## src/rtl/data_read_sample_fifo_pkg.sv

```systemverilog
// Shared data_read definitions: default geometry of the capture FIFO and the
// status-bit positions used by the AXI-lite register map.
package data_read_sample_fifo_pkg;

    localparam int DR_DATA_WIDTH    = 32;
    localparam int DR_ADDR_WIDTH    = 4;
    localparam int DR_OVF_CNT_WIDTH = 16;

    localparam int DR_STAT_EMPTY_BIT = 0;
    localparam int DR_STAT_FULL_BIT  = 1;
    localparam int DR_STAT_OVF_BIT   = 2;

endpackage

```

## src/rtl/data_read_fifo_ram.sv

```systemverilog
// Simple dual-port sample storage: one write port and one synchronous, enabled
// read port. The array itself carries no reset so it can map onto RAM.
module data_read_fifo_ram
    import data_read_sample_fifo_pkg::*;
#(
    parameter int DATA_WIDTH = DR_DATA_WIDTH,
    parameter int ADDR_WIDTH = DR_ADDR_WIDTH
) (
    input  logic                  clk,
    input  logic                  rst,
    input  logic                  wr_en,
    input  logic [ADDR_WIDTH-1:0] wr_addr,
    input  logic [DATA_WIDTH-1:0] wr_data,
    input  logic                  rd_en,
    input  logic [ADDR_WIDTH-1:0] rd_addr,
    output logic [DATA_WIDTH-1:0] rd_data
);

    localparam int DEPTH = 1 << ADDR_WIDTH;

    logic [DATA_WIDTH-1:0] mem_r [DEPTH];
    logic [DATA_WIDTH-1:0] rd_data_r;

    // Storage array write port.
    always_ff @(posedge clk) begin
        if (wr_en) begin
            mem_r[wr_addr] <= wr_data;
        end
    end

    // Read register: holds the last popped word until the next read.
    always_ff @(posedge clk or posedge rst) begin
        if (rst) begin
            rd_data_r <= {DATA_WIDTH{1'b0}};
        end else if (rd_en) begin
            rd_data_r <= mem_r[rd_addr];
        end
    end

    assign rd_data = rd_data_r;

endmodule

```

## src/rtl/data_read_sample_fifo.sv

```systemverilog
// Capture FIFO in front of the data_read AXI-lite slave: registered pop port,
// registered level/flags, sticky overflow flag with saturating drop counter.
module data_read_sample_fifo
    import data_read_sample_fifo_pkg::*;
#(
    parameter int DATA_WIDTH    = DR_DATA_WIDTH,
    parameter int ADDR_WIDTH    = DR_ADDR_WIDTH,
    parameter int OVF_CNT_WIDTH = DR_OVF_CNT_WIDTH
) (
    input  logic                     S_AXI_ACLK,
    input  logic                     S_AXI_ARESET,
    input  logic                     CAP_EN,
    input  logic [DATA_WIDTH-1:0]    DIN,
    input  logic                     DIN_VALID,
    input  logic                     FLUSH,
    input  logic                     POP,
    output logic [DATA_WIDTH-1:0]    DOUT,
    output logic                     DOUT_VALID,
    output logic                     EMPTY,
    output logic                     FULL,
    output logic [ADDR_WIDTH:0]      LEVEL,
    output logic                     OVF,
    output logic [OVF_CNT_WIDTH-1:0] OVF_CNT,
    input  logic                     CLR_OVF
);

    logic [ADDR_WIDTH:0]      wr_ptr_r, rd_ptr_r, level_r;
    logic [ADDR_WIDTH:0]      wr_ptr_nxt_s, rd_ptr_nxt_s;
    logic                     empty_r, full_r, dout_valid_r, ovf_r;
    logic                     empty_nxt_s, full_nxt_s;
    logic [OVF_CNT_WIDTH-1:0] ovf_cnt_r;
    logic                     pop_ok_s, push_ok_s, drop_s, wr_en_s, rd_en_s;

    function automatic logic [OVF_CNT_WIDTH-1:0] sat_inc(input logic [OVF_CNT_WIDTH-1:0] v);
        if (&v) begin
            return v;
        end else begin
            return v + {{(OVF_CNT_WIDTH-1){1'b0}}, 1'b1};
        end
    endfunction

    // Handshake qualification; FLUSH discards whatever was accepted this cycle.
    always_comb begin
        pop_ok_s  = POP & ~empty_r;
        push_ok_s = CAP_EN & DIN_VALID & (~full_r | pop_ok_s);
        drop_s    = CAP_EN & DIN_VALID & full_r & ~pop_ok_s;
        wr_en_s   = push_ok_s & ~FLUSH;
        rd_en_s   = pop_ok_s & ~FLUSH;
    end

    // Next pointers and flags; the extra pointer MSB separates full from empty.
    always_comb begin
        wr_ptr_nxt_s = wr_ptr_r;
        rd_ptr_nxt_s = rd_ptr_r;
        if (FLUSH) begin
            wr_ptr_nxt_s = {(ADDR_WIDTH+1){1'b0}};
            rd_ptr_nxt_s = {(ADDR_WIDTH+1){1'b0}};
        end else begin
            wr_ptr_nxt_s = wr_ptr_r + {{ADDR_WIDTH{1'b0}}, wr_en_s};
            rd_ptr_nxt_s = rd_ptr_r + {{ADDR_WIDTH{1'b0}}, rd_en_s};
        end
        empty_nxt_s = (wr_ptr_nxt_s == rd_ptr_nxt_s);
        full_nxt_s  = (wr_ptr_nxt_s[ADDR_WIDTH] != rd_ptr_nxt_s[ADDR_WIDTH]) &&
                      (wr_ptr_nxt_s[ADDR_WIDTH-1:0] == rd_ptr_nxt_s[ADDR_WIDTH-1:0]);
    end

    // Pointer, level, flag and pop-strobe registers.
    always_ff @(posedge S_AXI_ACLK or posedge S_AXI_ARESET) begin
        if (S_AXI_ARESET) begin
            wr_ptr_r     <= {(ADDR_WIDTH+1){1'b0}};
            rd_ptr_r     <= {(ADDR_WIDTH+1){1'b0}};
            level_r      <= {(ADDR_WIDTH+1){1'b0}};
            empty_r      <= 1'b1;
            full_r       <= 1'b0;
            dout_valid_r <= 1'b0;
        end else begin
            wr_ptr_r     <= wr_ptr_nxt_s;
            rd_ptr_r     <= rd_ptr_nxt_s;
            level_r      <= wr_ptr_nxt_s - rd_ptr_nxt_s;
            empty_r      <= empty_nxt_s;
            full_r       <= full_nxt_s;
            dout_valid_r <= rd_en_s;
        end
    end

    // Overflow tracking; a drop in the same cycle as CLR_OVF restarts the count at one.
    always_ff @(posedge S_AXI_ACLK or posedge S_AXI_ARESET) begin
        if (S_AXI_ARESET) begin
            ovf_r     <= 1'b0;
            ovf_cnt_r <= {OVF_CNT_WIDTH{1'b0}};
        end else if (drop_s) begin
            ovf_r     <= 1'b1;
            ovf_cnt_r <= CLR_OVF ? {{(OVF_CNT_WIDTH-1){1'b0}}, 1'b1} : sat_inc(ovf_cnt_r);
        end else if (CLR_OVF) begin
            ovf_r     <= 1'b0;
            ovf_cnt_r <= {OVF_CNT_WIDTH{1'b0}};
        end else begin
            ovf_r     <= ovf_r;
            ovf_cnt_r <= ovf_cnt_r;
        end
    end

    data_read_fifo_ram #(
        .DATA_WIDTH (DATA_WIDTH),
        .ADDR_WIDTH (ADDR_WIDTH)
    ) u_ram (
        .clk     (S_AXI_ACLK),
        .rst     (S_AXI_ARESET),
        .wr_en   (wr_en_s),
        .wr_addr (wr_ptr_r[ADDR_WIDTH-1:0]),
        .wr_data (DIN),
        .rd_en   (rd_en_s),
        .rd_addr (rd_ptr_r[ADDR_WIDTH-1:0]),
        .rd_data (DOUT)
    );

    assign DOUT_VALID = dout_valid_r;
    assign EMPTY      = empty_r;
    assign FULL       = full_r;
    assign LEVEL      = level_r;
    assign OVF        = ovf_r;
    assign OVF_CNT    = ovf_cnt_r;

endmodule

```

## config.mk

```make
export PLATFORM = sky130hd
export DESIGN_NAME = data_read_sample_fifo
export DESIGN_NICKNAME = d
export VERILOG_FILES = /design/src/rtl/data_read_sample_fifo_pkg.sv /design/src/rtl/data_read_fifo_ram.sv /design/src/rtl/data_read_sample_fifo.sv
export SDC_FILE = /design/constraint.sdc
export NUM_CORES = 1
export LEC_CHECK = 0
export CORE_MARGIN = 2
export CORE_UTILIZATION = 60
export CTS_BUF_LIST = sky130_fd_sc_hd__clkbuf_16
export DETAILED_ROUTE_END_ITERATION = 10
export MAX_ROUTING_LAYER = met4
export PLACE_DENSITY_LB_ADDON = 0.12
export SYNTH_ARGS = -nofsm -noshare
export SYNTH_HDL_FRONTEND = slang
export SYNTH_HIERARCHICAL = 1
export SYNTH_SLANG_ARGS = --single-unit
```

## constraint.sdc

```tcl
create_clock -name S_AXI_ACLK -period 5.79 [get_ports S_AXI_ACLK]
set_input_delay 0.8685 -clock S_AXI_ACLK [delete_from_list [all_inputs] [get_ports S_AXI_ACLK]]
set_output_delay 0.8685 -clock S_AXI_ACLK [all_outputs]
set_load 0.05 [all_outputs]
```

==> reports/results.ini <==
[setup_path]
critPathKind=input pin to flop
cp-start-kind=input pin
worstPathArrival_ns=3.82
path_max_fanout=32
end_kind=flop
cp_data_required_time_ns=5.99

[logic_synthesis]
muxShareOfSynthArea_pct=14.3
synth.area.top_cells=edfxtp_1 68%, mux4_2 13%, dfrtp_1 7.3%
post_synth_num_cell_types=56
synthesis.nets=1099
synth_compound_area_share_pct=3.86
synth_top_cell_by_area=edfxtp_1
async_reset_ff_share_pct=11.6
synth_ff_type=edfxtp_1
synthXorXnorAreaFrac_pct=0.504
synth_edf_count=512
ys_ff_latch=579
synth.top_cell.area_share_pct=68.0
synth_top_family_by_area=multiplexers
postSynthCellCount=1050
synthSimpleGateAreaFrac_pct=3.28
mappedNetlistArea_um2=22600
synth_fa_ha_area_share_pct=0.587
yosysSeqAreaShare_pct=75.4
ys_warn_count=6
avgSynthCellArea_um2=21.5

[clocking]
cts_hold_buf=0
cts_made_buffers=55
cts.clk_slew.worst_paths_ns=0.06
cts_max_level=2
insertion_delay_ns=0.60
cts_buffer_depth=3
cts_resized=0
cts_setup_buffers=0
root_buffer=clkbuf_16
clock_sinks=579
tritoncts=yes

[layout]
area.sequential_um2=17100
multi_input_area_um2=5210
fillCellCount=2350
diodes=0
drive_above_1_share_pct=24.7
fin_cells=1723
fin_area_um2=25800
area_growth_pct=14.2
fin_nets=1214

[die]
die_x_um=198
ios=96
num_rows=71
start_util_pct=60.4
die_h_um=198
die_area_um2=39200
core_area_um2=37400

[power]
p_int_uw=6940
power_uw=9070
pwr-share-clk_pct=38.2
p_sw_uw=2130
peakVddDrop_mv=0.281
powerDensity_nw_per_um2=351
pwr-share-comb_pct=9.6
switching_share_pct=23.5
p_seq_share_pct=52.2
cellLeakagePower_uw=0.00828

[placement]
io_buffers=95
place_area_um2=24100
placed_cells=1619
dp_hpwl_um=25900
pre_cts_ws_ns=1.60
gp_congestion=0.778

[run_status]
run_status=completed

[sta]
fin_tns_setup_ns=0
finalWorstSetupSlack_ns=2.17
setup_viol_count_final=0
skew_ns=0.0160
hold_viol=0
worst_slew_pin_slew_ns=1.34
maxSlewViolCount=0
rsz0062_at_grt=false
timing.slew.headroom_pct=10.5
timing.fmax_mhz=276
min_period_ns=3.62
period_share_pct=62.5

[drt]
ant_nets=0
wire_per_inst_um=27.0
drt_wl_total_um=46500
viasPerCell=6.29
dr.pass1.iters=5
drc=0
vias=10800
drt-initial-drc-count=921

[grt]
gr-total-overflow=0
antenna_found_initial=0
grt_max_degree=69
grt_pass1_wl_um=70500
grt_pass1_vias=11200
grtUsageTotal_pct=25.8

[min_path]
hold_path.class=flop to flop

[flow_run]
cap_violations=0

## final cells by class
cell class | count | area share [%]
Tap cell | 511 | 2.48
Inverter | 10 | 0.145
Sequential cell | 579 | 66.1
Multi-Input combinational cell | 407 | 20.2
Timing Repair Buffer | 112 | 4.28
Clock buffer | 55 | 5.33
Clock inverter | 49 | 1.46
## through the flow
step	hold WS [ns]	utilization (%)
after floorplan	0.553	-
after global placement	0.517	64.3
after detailed placement	0.525	64.3
after CTS	0.534	69.0
after global routing	0.569	69.0
final	0.528	69.0
## critical path, stage by stage
cell and delay [ns]:
clkdlybuf4s50_1 0.64, a211oi_1 0.69, or3b_2 0.62, nor2_4 0.97
## path summary, 6_finish.rpt
| path | start | endpoint | slack (ns) | cells past startpoint |
|---|---|---|---|---|
| worst min register to register | OVF$_DFFE_PP0P_ | OVF$_DFFE_PP0P_ | 0.53 | 2 |
| worst max register to register | EMPTY$_DFF_PP1_ | u_ram/mem_r[2][26]$_DFFE_PP_ | 2.59 | 4 |
| max in group asynchronous | S_AXI_ARESET | u_ram/rd_data[24]$_DFFE_PP0P_ | 4.15 | 2 |
| worst min-delay path | OVF$_DFFE_PP0P_ | OVF$_DFFE_PP0P_ | 0.53 | 2 |
| min in group asynchronous | S_AXI_ARESET | DOUT_VALID$_DFF_PP0_ | 0.57 | 2 |
| worst max-delay path | FLUSH | u_ram/mem_r[2][26]$_DFFE_PP_ | 2.17 | 4 |
## per-layer routing
layer | up-vias | global-route usage (%) | routed length, µm | part of all wire [%]
li1 | 4608 | - | - | -
met2 | 406 | 39.4 | 22900 | 49
met5 | - | - | 0 | 0
met1 | 5754 | 36.7 | 19600 | 42
met3 | 67 | 4.92 | 3010 | 6.5
met4 | 0 | 6.49 | 960 | 2.1
## cells in the final DEF, fill, tap and decap left out, drive strengths merged, types with 7 or more instances in the layout
cell           Yosys  routed
buf               37      17
a221oi            32      32
nor3              13      13
ha                 9       9
xor2               9       9
o22ai             32      32
nor2              66      66
dfrtp             66      66
nand3             10      10
nand2              8       8
mux2i             35      35
clkinv             0      31
inv               10      21
mux4             128     128
nand2b             7       7
clkdlybuf4s50      0      95
edfxtp           512     512
clkbuf            16      55
a211oi             7       7
## logic make-up (layout without fill, tap and decap cells)
kind of cell / count (synthesis) / count (layout)
muxes: 163 / 163
and+or+nand+nor: 132 / 132
xor gates and xnor gates: 13 / 13
adders and majority gates: 10 / 10
AOI/OAI and AO/OA: 89 / 89
DFF: 579 / 579
buffers and inverters: 64 / 226
## power groups by stage
stage	Combinational (µW)	Clock (µW)	Sequential, µW
detailed placement	875	0	4820
finish	870	3460	4740
global placement	865	0	4820
global route	919	3710	4750
CTS	877	3530	4740
floorplan	208	0	5140
## cell usage after synthesis (all sizes together) (2+ instances only)
cell type,number
clkbuf,16
nor2b,4
a21oi,5
a211oi,7
edfxtp,512
buf,37
and4,4
xnor2,4
mux4,128
a21o,2
inv,10
nand3,10
o22ai,32
or2,3
nor2,66
nand2,8
a221oi,32
nand4,5
xor2,9
mux2i,35
o21ai,4
a31oi,4
nand3b,2
dfrtp,66
nand2b,7
and3,6
nor3,13
ha,9
## flip-flops by register name, indices dropped and copies added, names as in the netlist
register	cells
u_ram/mem_r	512
u_ram/rd_data	32
OVF_CNT	16
LEVEL	5
rd_ptr_r	5
wr_ptr_r	5
DOUT_VALID	1
EMPTY	1
FULL	1
OVF	1
(Power assumes the default switching activity.)
